<file path="src/rtl/ram_read_scanner.sv">
// Slow scanner over a synchronous RAM: reads one word, shows it, waits a tick period, then moves on.
// Writes that hit the shown or in-flight address force a re-read so the display never goes stale.
module ram_read_scanner #(
  parameter int unsigned TICK_COUNT = 52428800,
  parameter int unsigned RD_LATENCY = 2,
  parameter int unsigned ADDR_W     = 5,
  parameter int unsigned DATA_W     = 4
) (
  input  logic              clk,
  input  logic              reset,
  input  logic              enable,
  input  logic              step,
  input  logic              wr_en,
  input  logic [ADDR_W-1:0] wr_addr,
  input  logic [DATA_W-1:0] rd_data,
  output logic [ADDR_W-1:0] rd_addr,
  output logic [ADDR_W-1:0] disp_addr,
  output logic [DATA_W-1:0] disp_data,
  output logic              disp_valid
);

  localparam int unsigned CNT_W = $clog2(TICK_COUNT) + 1;
  localparam int unsigned LAT_W = $clog2(RD_LATENCY) + 1;
  localparam logic [CNT_W-1:0] TICK_LAST = CNT_W'(TICK_COUNT - 1);
  localparam logic [LAT_W-1:0] LAT_LAST  = LAT_W'(RD_LATENCY - 1);

  typedef enum logic {
    ST_READ = 1'b0,
    ST_WAIT = 1'b1
  } state_t;

  state_t            state, state_nxt;
  logic [CNT_W-1:0]  tick_cnt, tick_nxt;
  logic [LAT_W-1:0]  lat_cnt, lat_nxt;
  logic [ADDR_W-1:0] rd_addr_nxt, disp_addr_nxt;
  logic [DATA_W-1:0] disp_data_nxt;
  logic              disp_valid_nxt;

  // Next-state and datapath decisions; refresh on a coherent write outranks tick and step.
  always_comb begin
    state_nxt      = state;
    tick_nxt       = tick_cnt;
    lat_nxt        = lat_cnt;
    rd_addr_nxt    = rd_addr;
    disp_addr_nxt  = disp_addr;
    disp_data_nxt  = disp_data;
    disp_valid_nxt = 1'b0;
    case (state)
      ST_READ: begin
        if (wr_en && (wr_addr == rd_addr)) begin
          lat_nxt = '0;
        end else if (lat_cnt == LAT_LAST) begin
          disp_data_nxt  = rd_data;
          disp_addr_nxt  = rd_addr;
          disp_valid_nxt = 1'b1;
          lat_nxt        = '0;
          state_nxt      = ST_WAIT;
        end else begin
          lat_nxt = lat_cnt + LAT_W'(1);
        end
      end
      ST_WAIT: begin
        if (wr_en && (wr_addr == disp_addr)) begin
          state_nxt = ST_READ;
        end else if (enable) begin
          if (tick_cnt == TICK_LAST) begin
            tick_nxt    = '0;
            rd_addr_nxt = rd_addr + ADDR_W'(1);
            state_nxt   = ST_READ;
          end else begin
            tick_nxt = tick_cnt + CNT_W'(1);
          end
        end else if (step) begin
          tick_nxt    = '0;
          rd_addr_nxt = rd_addr + ADDR_W'(1);
          state_nxt   = ST_READ;
        end
      end
      default: state_nxt = ST_READ;
    endcase
  end

  always_ff @(posedge clk or posedge reset) begin
    if (reset) begin
      state      <= ST_READ;
      tick_cnt   <= '0;
      lat_cnt    <= '0;
      rd_addr    <= '0;
      disp_addr  <= '0;
      disp_data  <= '0;
      disp_valid <= 1'b0;
    end else begin
      state      <= state_nxt;
      tick_cnt   <= tick_nxt;
      lat_cnt    <= lat_nxt;
      rd_addr    <= rd_addr_nxt;
      disp_addr  <= disp_addr_nxt;
      disp_data  <= disp_data_nxt;
      disp_valid <= disp_valid_nxt;
    end
  end

endmodule

</file>
<file path="config.mk">
export PLATFORM = sky130hd
export DESIGN_NAME = ram_read_scanner
export DESIGN_NICKNAME = d
export VERILOG_FILES = /design/src/rtl/ram_read_scanner.sv
export SDC_FILE = /design/constraint.sdc
export NUM_CORES = 1
export LEC_CHECK = 0
export CAP_MARGIN = 25
export CORE_MARGIN = 2
export CORE_UTILIZATION = 55
export DETAILED_ROUTE_END_ITERATION = 8
export GPL_TIMING_DRIVEN = 0
export PLACE_DENSITY = 0.79
export REMOVE_ABC_BUFFERS = 1
export SKIP_LAST_GASP = 1
export SYNTH_ARGS = -nofsm -noshare
export SYNTH_HDL_FRONTEND = slang
export SYNTH_SLANG_ARGS = --single-unit
export TNS_END_PERCENT = 1
</file>
<file path="constraint.sdc">
create_clock -name clk -period 2.6 [get_ports clk]
set_input_delay 0.26 -clock clk [delete_from_list [all_inputs] [get_ports clk]]
set_output_delay 0.26 -clock clk [all_outputs]
set_load 0.05 [all_outputs]
</file>
-- Yosys cells after proc, flatten, opt, wreduce, memory -nomap -nowiden
Index checks and enable logic that the tools add are counted.
- add/sub/neg operators: 3
- eq/ne operators: 5
- bitwise gates (word level): 3
- muxes and demuxes: 16
- reduce and logical (&&, ||, !) cells: 6
- operators by type and width (operator ; number):
    two-way mux 27 bit ; 3
    adder 27 x 1 -> 27 bit (second input constant) ; 1
    equality test 27 x 26 -> 1 bit (second input constant) ; 1
    two-way mux 5 bit ; 3
    equality test 5 bit ; 2
    two-way mux 1 bit ; 7
    AND reduction 3 bit ; 2
    adder 5 x 1 -> 5 bit (second input constant) ; 1
    two-way mux 2 bit ; 2
    AND reduction 4 bit ; 1
    inverter 1 bit ; 3
    adder 2 x 1 -> 2 bit (second input constant) ; 1
    equality test 2 x 1 -> 1 bit (second input constant) ; 1
    logical AND 1 bit ; 2
    inequality test 2 x 1 -> 1 bit (second input constant) ; 1
    one-hot mux 1 bit (2 select lines) ; 1
    nonzero test 2 bit ; 1
- input bits: 14
- word-level logic and storage cells: 40
- bits in registers: 45

-- Depth between registers and ports, before layout
Gate-level depths: netlist of run 1.
- depth after elaboration: 5
- depth in mapped cells: 8

-- Least setup slack after synthesis of run 1
No wires, ideal clock.
- kind: register -> register
- from: register disp_addr[4]
- to: register tick_cnt[17]
- path slack: 139 ps
- arrival: 2360 ps
- period minus slack after synthesis: 2461 ps
- cell stages (with the launch flop): 7
- cell sequence: dfrtp_1 -> xor2_1 -> or4b_2 -> o21ai_4 -> buf_2 -> nor3_1 -> nor4_1
- cells in the longest elaborated chain, start to end: 4
- RTL lines (what ; RTL line ; RTL):
    start: declaration ; 17 ; output logic [ADDR_W-1:0] disp_addr,
    start signal: assignment ; 97 ; disp_addr <= disp_addr_nxt;
    equality test 5 bit ; 63 ; if (wr_en && (wr_addr == disp_addr)) begin
    logical AND 1 bit ; 63 ;
    inverter 1 bit (no source line) ; -- ;
    AND reduction 3 bit (no source line) ; -- ;
    end signal: assignment ; 94 ; tick_cnt <= tick_nxt;
    end: declaration ; 33 ; logic [CNT_W-1:0] tick_cnt, tick_nxt;
Every way passes these cells.
A chain may end at the register's enable or synchronous reset.

-- Worst setup path in the final report of run 1
- from: register tick_cnt[10]
- to: register rd_addr[1]
- cells in the longest elaborated chain, start to end: 3
- RTL lines (what ; RTL line ; RTL):
    equality test 27 x 26 -> 1 bit ; 66 ; if (tick_cnt == TICK_LAST) begin
    inequality test 2 x 1 -> 1 bit (no source line) ; -- ;
    AND reduction 4 bit (no source line) ; -- ;
    end signal: assignment ; 96 ; rd_addr <= rd_addr_nxt;
    end: declaration ; 16 ; output logic [ADDR_W-1:0] rd_addr,
Every way passes these cells.

==> metrics, run 1 <==
Slew Viols, Final 0; ANT cells 0; minimum clock period 2.60 ns; maxcap violations 0; Gate Count Post-Synth 232; fill count 349; DR vias 1,913; maximum VDD drop 0.000637 V; top cell type by total area after synthesis dfrtp_1; worst r2r src tick_cnt[10]; Ports 29; clock tree buffer depth 2; Core Util, Final 0.668; total clock buffers created by CTS 5; TritonCTS clock tree done; status completed; Design Power 2.77 mW; Worst R2R End rd_addr[1]; Die X 70.1 um; Worst EP required 2.78 ns; Hold Path Class input port to asynchronous set/reset pin; DP Worst Slack -0.351 ns; share of flip-flops with an asynchronous set or reset 1.00; Area contributors post-synth dfrtp_1 (47%), mux2_2 (4.7%), xor2_1 (4.0%), a21oi_1 (3.3%), nand3_1 (3.1%); Synth Area per Inst 10.4 um2; Pwr per Cell Area 967 mW/mm2; Placed Cells 304; placed wire-length estimate 3.62 mm; Area Growth Syn to Fin 19.3%; Setup Crit Path Kind flip-flop to flip-flop; # nets final 279; Die Span Y 70.1 um; final setup margin 0.00299 ns; Hold Slack 0.201 ns; Setup TNS Final 0 ns; Clk Latency, worst-skew pair 0.30 ns; Yosys cell types 46; synthesized area 0.00240 mm2; fin cells 315; placed inst area 0.00272 mm2; clock skew 0.00550 ns; sequential share of the synthesized area 0.469; ratio of cells with drive above 1 in the final layout 0.129; Critical Path Source Type flip-flop; residual DRC count 0; Max Clk Rate 0.385 GHz; Yosys warning count 0; Vias/cell 6.07; met2 GRT Util 0.356; Hold-fix buffers, CTS 0; Clk pin slew, worst setup/hold paths 0.08 ns; most common cell after layout, fill and taps aside dfrtp_1; WL final 5.15 mm; Tcrit/Tclk final 0.999; Yosys top cell area share 0.469; most frequent cells in the layout dfrtp_1 (45), clkdlybuf4s50_1 (28), nand2_1 (18); final hold violation count 0; final setup violation count 0; row count 24; GR peak layer met2; Least-Margin Pin Slew 0.700 ns; first-pass GRT wire length 9.15 mm; routed length per instance 16.4 um; length of the first detailed-routing pass in iterations 4; GRT overflow 0; H-tree Lvls 2; Core Box Area 0.00429 mm2; number of flops mapped to enable cells by yosys 0; Max FO, Critical Path 16; ys flop type dfrtp_1; leak pwr 1.21 nW; vias in the first global route 1,863; PortBufs 28; Crit-path slowest cell or4_4; Total GRT Usage 0.234; CP arrival 2.78 ns; Crit. End Element flip-flop; largest net degree at the start of global routing 36; clk sinks 45; initial antenna violation count 0; #FFs+latches synth 45; Placer Congestion 0.821; Initial Utilization 0.560; 1st-iter DRT viols 137; final instance area 0.00287 mm2; RSZ-0062 raised after global routing true; CP top delay family simple AND/OR/NAND/NOR gates; Buf/Inv on CP 0; die area 0.00491 mm2; root buffer cell clkbuf_8; Worst slew margin 0.533; worst path cell trace nand4_2, or4_4, o41a_4, nor2_8, mux2_1; GR Util met1 0.343; DRT antenna net count 0; reg2reg path depth 5; FF-to-FF setup slack 0.003 ns; grt met3 use 0.0519; crit-path max cell delay 0.62 ns
-- sequential cells by signal, indices dropped and copies added, names as in the netlist --
register and cells:
state 1, disp_data 4, disp_addr 5, lat_cnt 2, tick_cnt 27, disp_valid 1
rd_addr 5
-- logic make-up (layout without fill, tap and decap cells) --
logic type | after synthesis | after routing | share of synthesized area
AND/OR/NAND/NOR | 86 | 86 | 0.211
flip-flops | 45 | 45 | 0.469
multiplexers | 12 | 12 | 0.0557
buffers and inverters | 16 | 46 | 0.0323
adder cells (fa/ha/maj) | 2 | 2 | 0.0104
AO/OA/AOI/OAI | 56 | 57 | 0.167
XOR/XNOR | 15 | 15 | 0.0547
-- where the power goes --
group / leakage (nW) / switching [mW] / internal (mW)
logic: 0.567 / 0.777 / 0.461
registers: 0.592 / 0.168 / 0.855
clock network: 0.0540 / 0.230 / 0.279
total: 1.21 / 1.18 / 1.60
-- how the worst max path moves through the flow --
stage	from	to	slack, ns	depth (start not counted)
final	tick_cnt[10]	rd_addr[1]	0.003	5
after global routing	tick_cnt[10]	rd_addr[1]	-0.10	5
after CTS	tick_cnt[10]	rd_addr[1]	0.009	5
after detailed placement	wr_addr[4]	rd_addr[1]	-0.35	6
after global placement	wr_addr[4]	rd_addr[1]	-0.33	6
after floorplan	disp_addr[4]	rd_addr[1]	-0.03	5
-- cell usage after synthesis (4+ instances only) --
| library cell | number |
|---|---|
| nor4_1 | 5 |
| or4_1 | 9 |
| nand2_1 | 18 |
| mux2_2 | 10 |
| xor2_1 | 11 |
| and3_1 | 5 |
| o21a_1 | 5 |
| o21ai_0 | 10 |
| xnor2_1 | 4 |
| o31ai_1 | 10 |
| nand3_1 | 15 |
| nand4_1 | 4 |
| nor2_1 | 8 |
| a21oi_1 | 16 |
| dfrtp_1 | 45 |
| or3_1 | 4 |
| clkbuf_1 | 5 |
| inv_1 | 7 |
-- final cells by class --
cell class,count,area (um2),share of cell area
multi-input cells,172,1220,0.426
flip-flops and latches,45,1130,0.393
repair buffers,32,323,0.113
clock buffers,5,68.8,0.0240
well taps,52,65.1,0.0227
clock inverters,2,35.0,0.0122
inverters,7,26.3,0.00917
-- routing by layer --
metal  share of wire  vias to the layer above
met5               0                        -
met4          0.0049                        0
met3           0.029                        2
met2            0.49                       35
met1            0.47                      944
li1                -                      932
-- what timing repair did --
item / 4_1_cts / 5_1_grt
cloned: 1 / 0
setup endpoints to repair: 5 / 5
pin swaps: 1 / 1
endpoints found under the hold margin: 0 / 0
gates resized for setup: 3 / 0
setup buffers: 0 / 3
-- worst register-to-register path, cell delays in order (launching register included) --
cell and delay, ns:
dfrtp_1 0.45, nand4_2 0.20, or4_4 0.62, o41a_4 0.62, nor2_8 0.25, mux2_1 0.35
Power figures use the tool's default switching activity.
==> run 2: changes to the inputs <==
--- a/config.mk
+++ b/config.mk
@@ -12,6 +12,7 @@
 export GPL_TIMING_DRIVEN = 0
 export PLACE_DENSITY = 0.79
 export REMOVE_ABC_BUFFERS = 1
+export SETUP_SLACK_MARGIN = 0.3
 export SKIP_LAST_GASP = 1
 export SYNTH_ARGS = -nofsm -noshare
 export SYNTH_HDL_FRONTEND = slang
==> metrics, run 2 (synthesis results as in run 1) <==
Setup Crit Path Kind flip-flop to flip-flop (unchanged); worst r2r src tick_cnt[12] (was tick_cnt[10]); row count 24 (unchanged); DR vias 1,954 (was 1,913); WL final 5.39 mm (was 5.15 mm); Clk Latency, worst-skew pair 0.30 ns (about the same); Critical Path Source Type flip-flop (unchanged); Largest regs tick_cnt: 27 flops, disp_addr: 5 flops, rd_addr: 5 flops (unchanged); Design Power 2.84 mW (was 2.77 mW); clock skew 0.00553 ns (was 0.00550 ns); RSZ-0062 raised after global routing true (unchanged); Slew Viols, Final 0 (unchanged); Max FO, Critical Path 6 (was 16); critical path depth in cells 5 (unchanged); Most flops, register tick_cnt (unchanged); most frequent cells in the layout dfrtp_1 (43), clkdlybuf4s50_1 (28), nand2_1 (17) (was dfrtp_1 (45), clkdlybuf4s50_1 (28), nand2_1 (18)); CP top delay family simple AND/OR/NAND/NOR gates (unchanged); clock tree buffer depth 2 (unchanged); Worst slew margin 0.656 (was 0.533); placed inst area 0.00272 mm2 (unchanged); TritonCTS clock tree done (unchanged); Ports 29 (unchanged); maxcap violations 0 (unchanged); status completed (unchanged); H-tree Lvls 2 (unchanged); PortBufs 28 (unchanged); max FFs per register 27 (unchanged); DRT antenna net count 0 (unchanged); GRT overflow 0 (unchanged); residual DRC count 0 (unchanged); final instance area 0.00298 mm2 (was 0.00287 mm2); Initial Utilization 0.560 (unchanged); Core Box Area 0.00429 mm2 (unchanged); die area 0.00491 mm2 (unchanged); Crit. End Element flip-flop (unchanged); Worst EP required 2.78 ns (about the same); final hold violation count 0 (unchanged); vias in the first global route 1,901 (was 1,863); placed wire-length estimate 3.62 mm (unchanged); minimum clock period 2.34 ns (was 2.60 ns); Critical Path Sink rd_addr[1] (unchanged); leak pwr 1.24 nW (was 1.21 nW); maximum VDD drop 0.000640 V (was 0.000637 V); crit-path max cell delay 0.62 ns (about the same); first-pass GRT wire length 9.32 mm (was 9.15 mm); Hold Path Class input port to asynchronous set/reset pin (unchanged); Die Span Y 70.1 um (unchanged); Core Util, Final 0.693 (was 0.668); ANT cells 0 (unchanged); Worst R2R End rd_addr[1] (unchanged); Placer Congestion 0.821 (unchanged); Clk pin slew, worst setup/hold paths 0.08 ns (about the same); 1st-iter DRT viols 172 (was 137); CP arrival 2.52 ns (was 2.78 ns); worst setup path start tick_cnt[12] (was tick_cnt[10]); Die X 70.1 um (unchanged); total clock buffers created by CTS 5 (unchanged); ratio of cells with drive above 1 in the final layout 0.173 (was 0.129); final setup violation count 0 (unchanged); Least-Margin Pin Slew 0.514 ns (was 0.700 ns); # nets final 287 (was 279); Max Clk Rate 0.427 GHz (was 0.385 GHz); Crit-path slowest cell or4_4 (unchanged); Buf/Inv on CP 0 (unchanged); clk sinks 45 (unchanged); worst path cell trace nand4_4, or4_4, o41a_4, nor2_8, mux2_1 (was nand4_2, or4_4, o41a_4, nor2_8, mux2_1); reg2reg path depth 5 (unchanged); root buffer cell clkbuf_8 (unchanged); largest net degree at the start of global routing 36 (unchanged); most common cell after layout, fill and taps aside dfrtp_1 (unchanged); length of the first detailed-routing pass in iterations 4 (unchanged); Total GRT Usage 0.238 (was 0.234); FF-to-FF setup slack 0.26 ns (was 0.003 ns); initial antenna violation count 0 (unchanged); Area Growth Syn to Fin 23.8% (was 19.3%); Hold-fix buffers, CTS 0 (unchanged); Vias/cell 6.05 (was 6.07); Pwr per Cell Area 953 mW/mm2 (was 967 mW/mm2); routed length per instance 16.7 um (was 16.4 um); Tcrit/Tclk final 0.900 (was 0.999)
## run 2: area by class of cell
cell class	instances	area (um2)
fillers	337	1320
clock inverters	2	35.0
repair buffers	40	399
inverters	7	26.3
multi-input cells	172	1250
clock buffers	5	68.8
flip-flops and latches	45	1130
well taps	52	65.1
## run 2: metrics by stage
step	worst slack [ns]	hold slack [ns]	cells	TNS [ns]
finish	0.259	0.201	323	0
global route	0.214	0.216	323	0
CTS	0.217	0.209	319	0
detailed placement	-0.351	0.477	304	-3.59
global placement	-0.330	0.469	303	-2.91
floorplan	-0.0313	0.411	223	-0.0313
## run 2: metal layers
metal  wire length (um)  vias to the layer above  GRT usage
met5                  0                        -          0
met4                 78                        0     0.0598
met3                184                        7     0.0519
met2               2680                       40      0.367
met1               2450                      957      0.344
li1                   -                      950          -
## run 2: what timing repair did
action / in CTS / in global routing
endpoints found under the setup margin: 33 / 29
resized for setup: 3 / 9
pin swaps: 4 / 5
buffers inserted: 7 / 4
cloned: 1 / 0
## run 2: worst min-delay path by stage
stage	depth (start not counted)	to	slack, ns
after floorplan	1	disp_data[0]	0.41
after CTS	2	disp_valid	0.21
after detailed placement	1	lat_cnt[1]	0.48
final	2	disp_valid	0.20
after global routing	2	disp_valid	0.22
after global placement	1	lat_cnt[1]	0.47
## run 2: where the power goes
| group | leakage [nW] | internal, mW | switching (mW) |
|---|---|---|---|
| combinational | 0.595 | 0.500 | 0.798 |
| clock | 0.0540 | 0.279 | 0.233 |
| sequential | 0.589 | 0.855 | 0.170 |
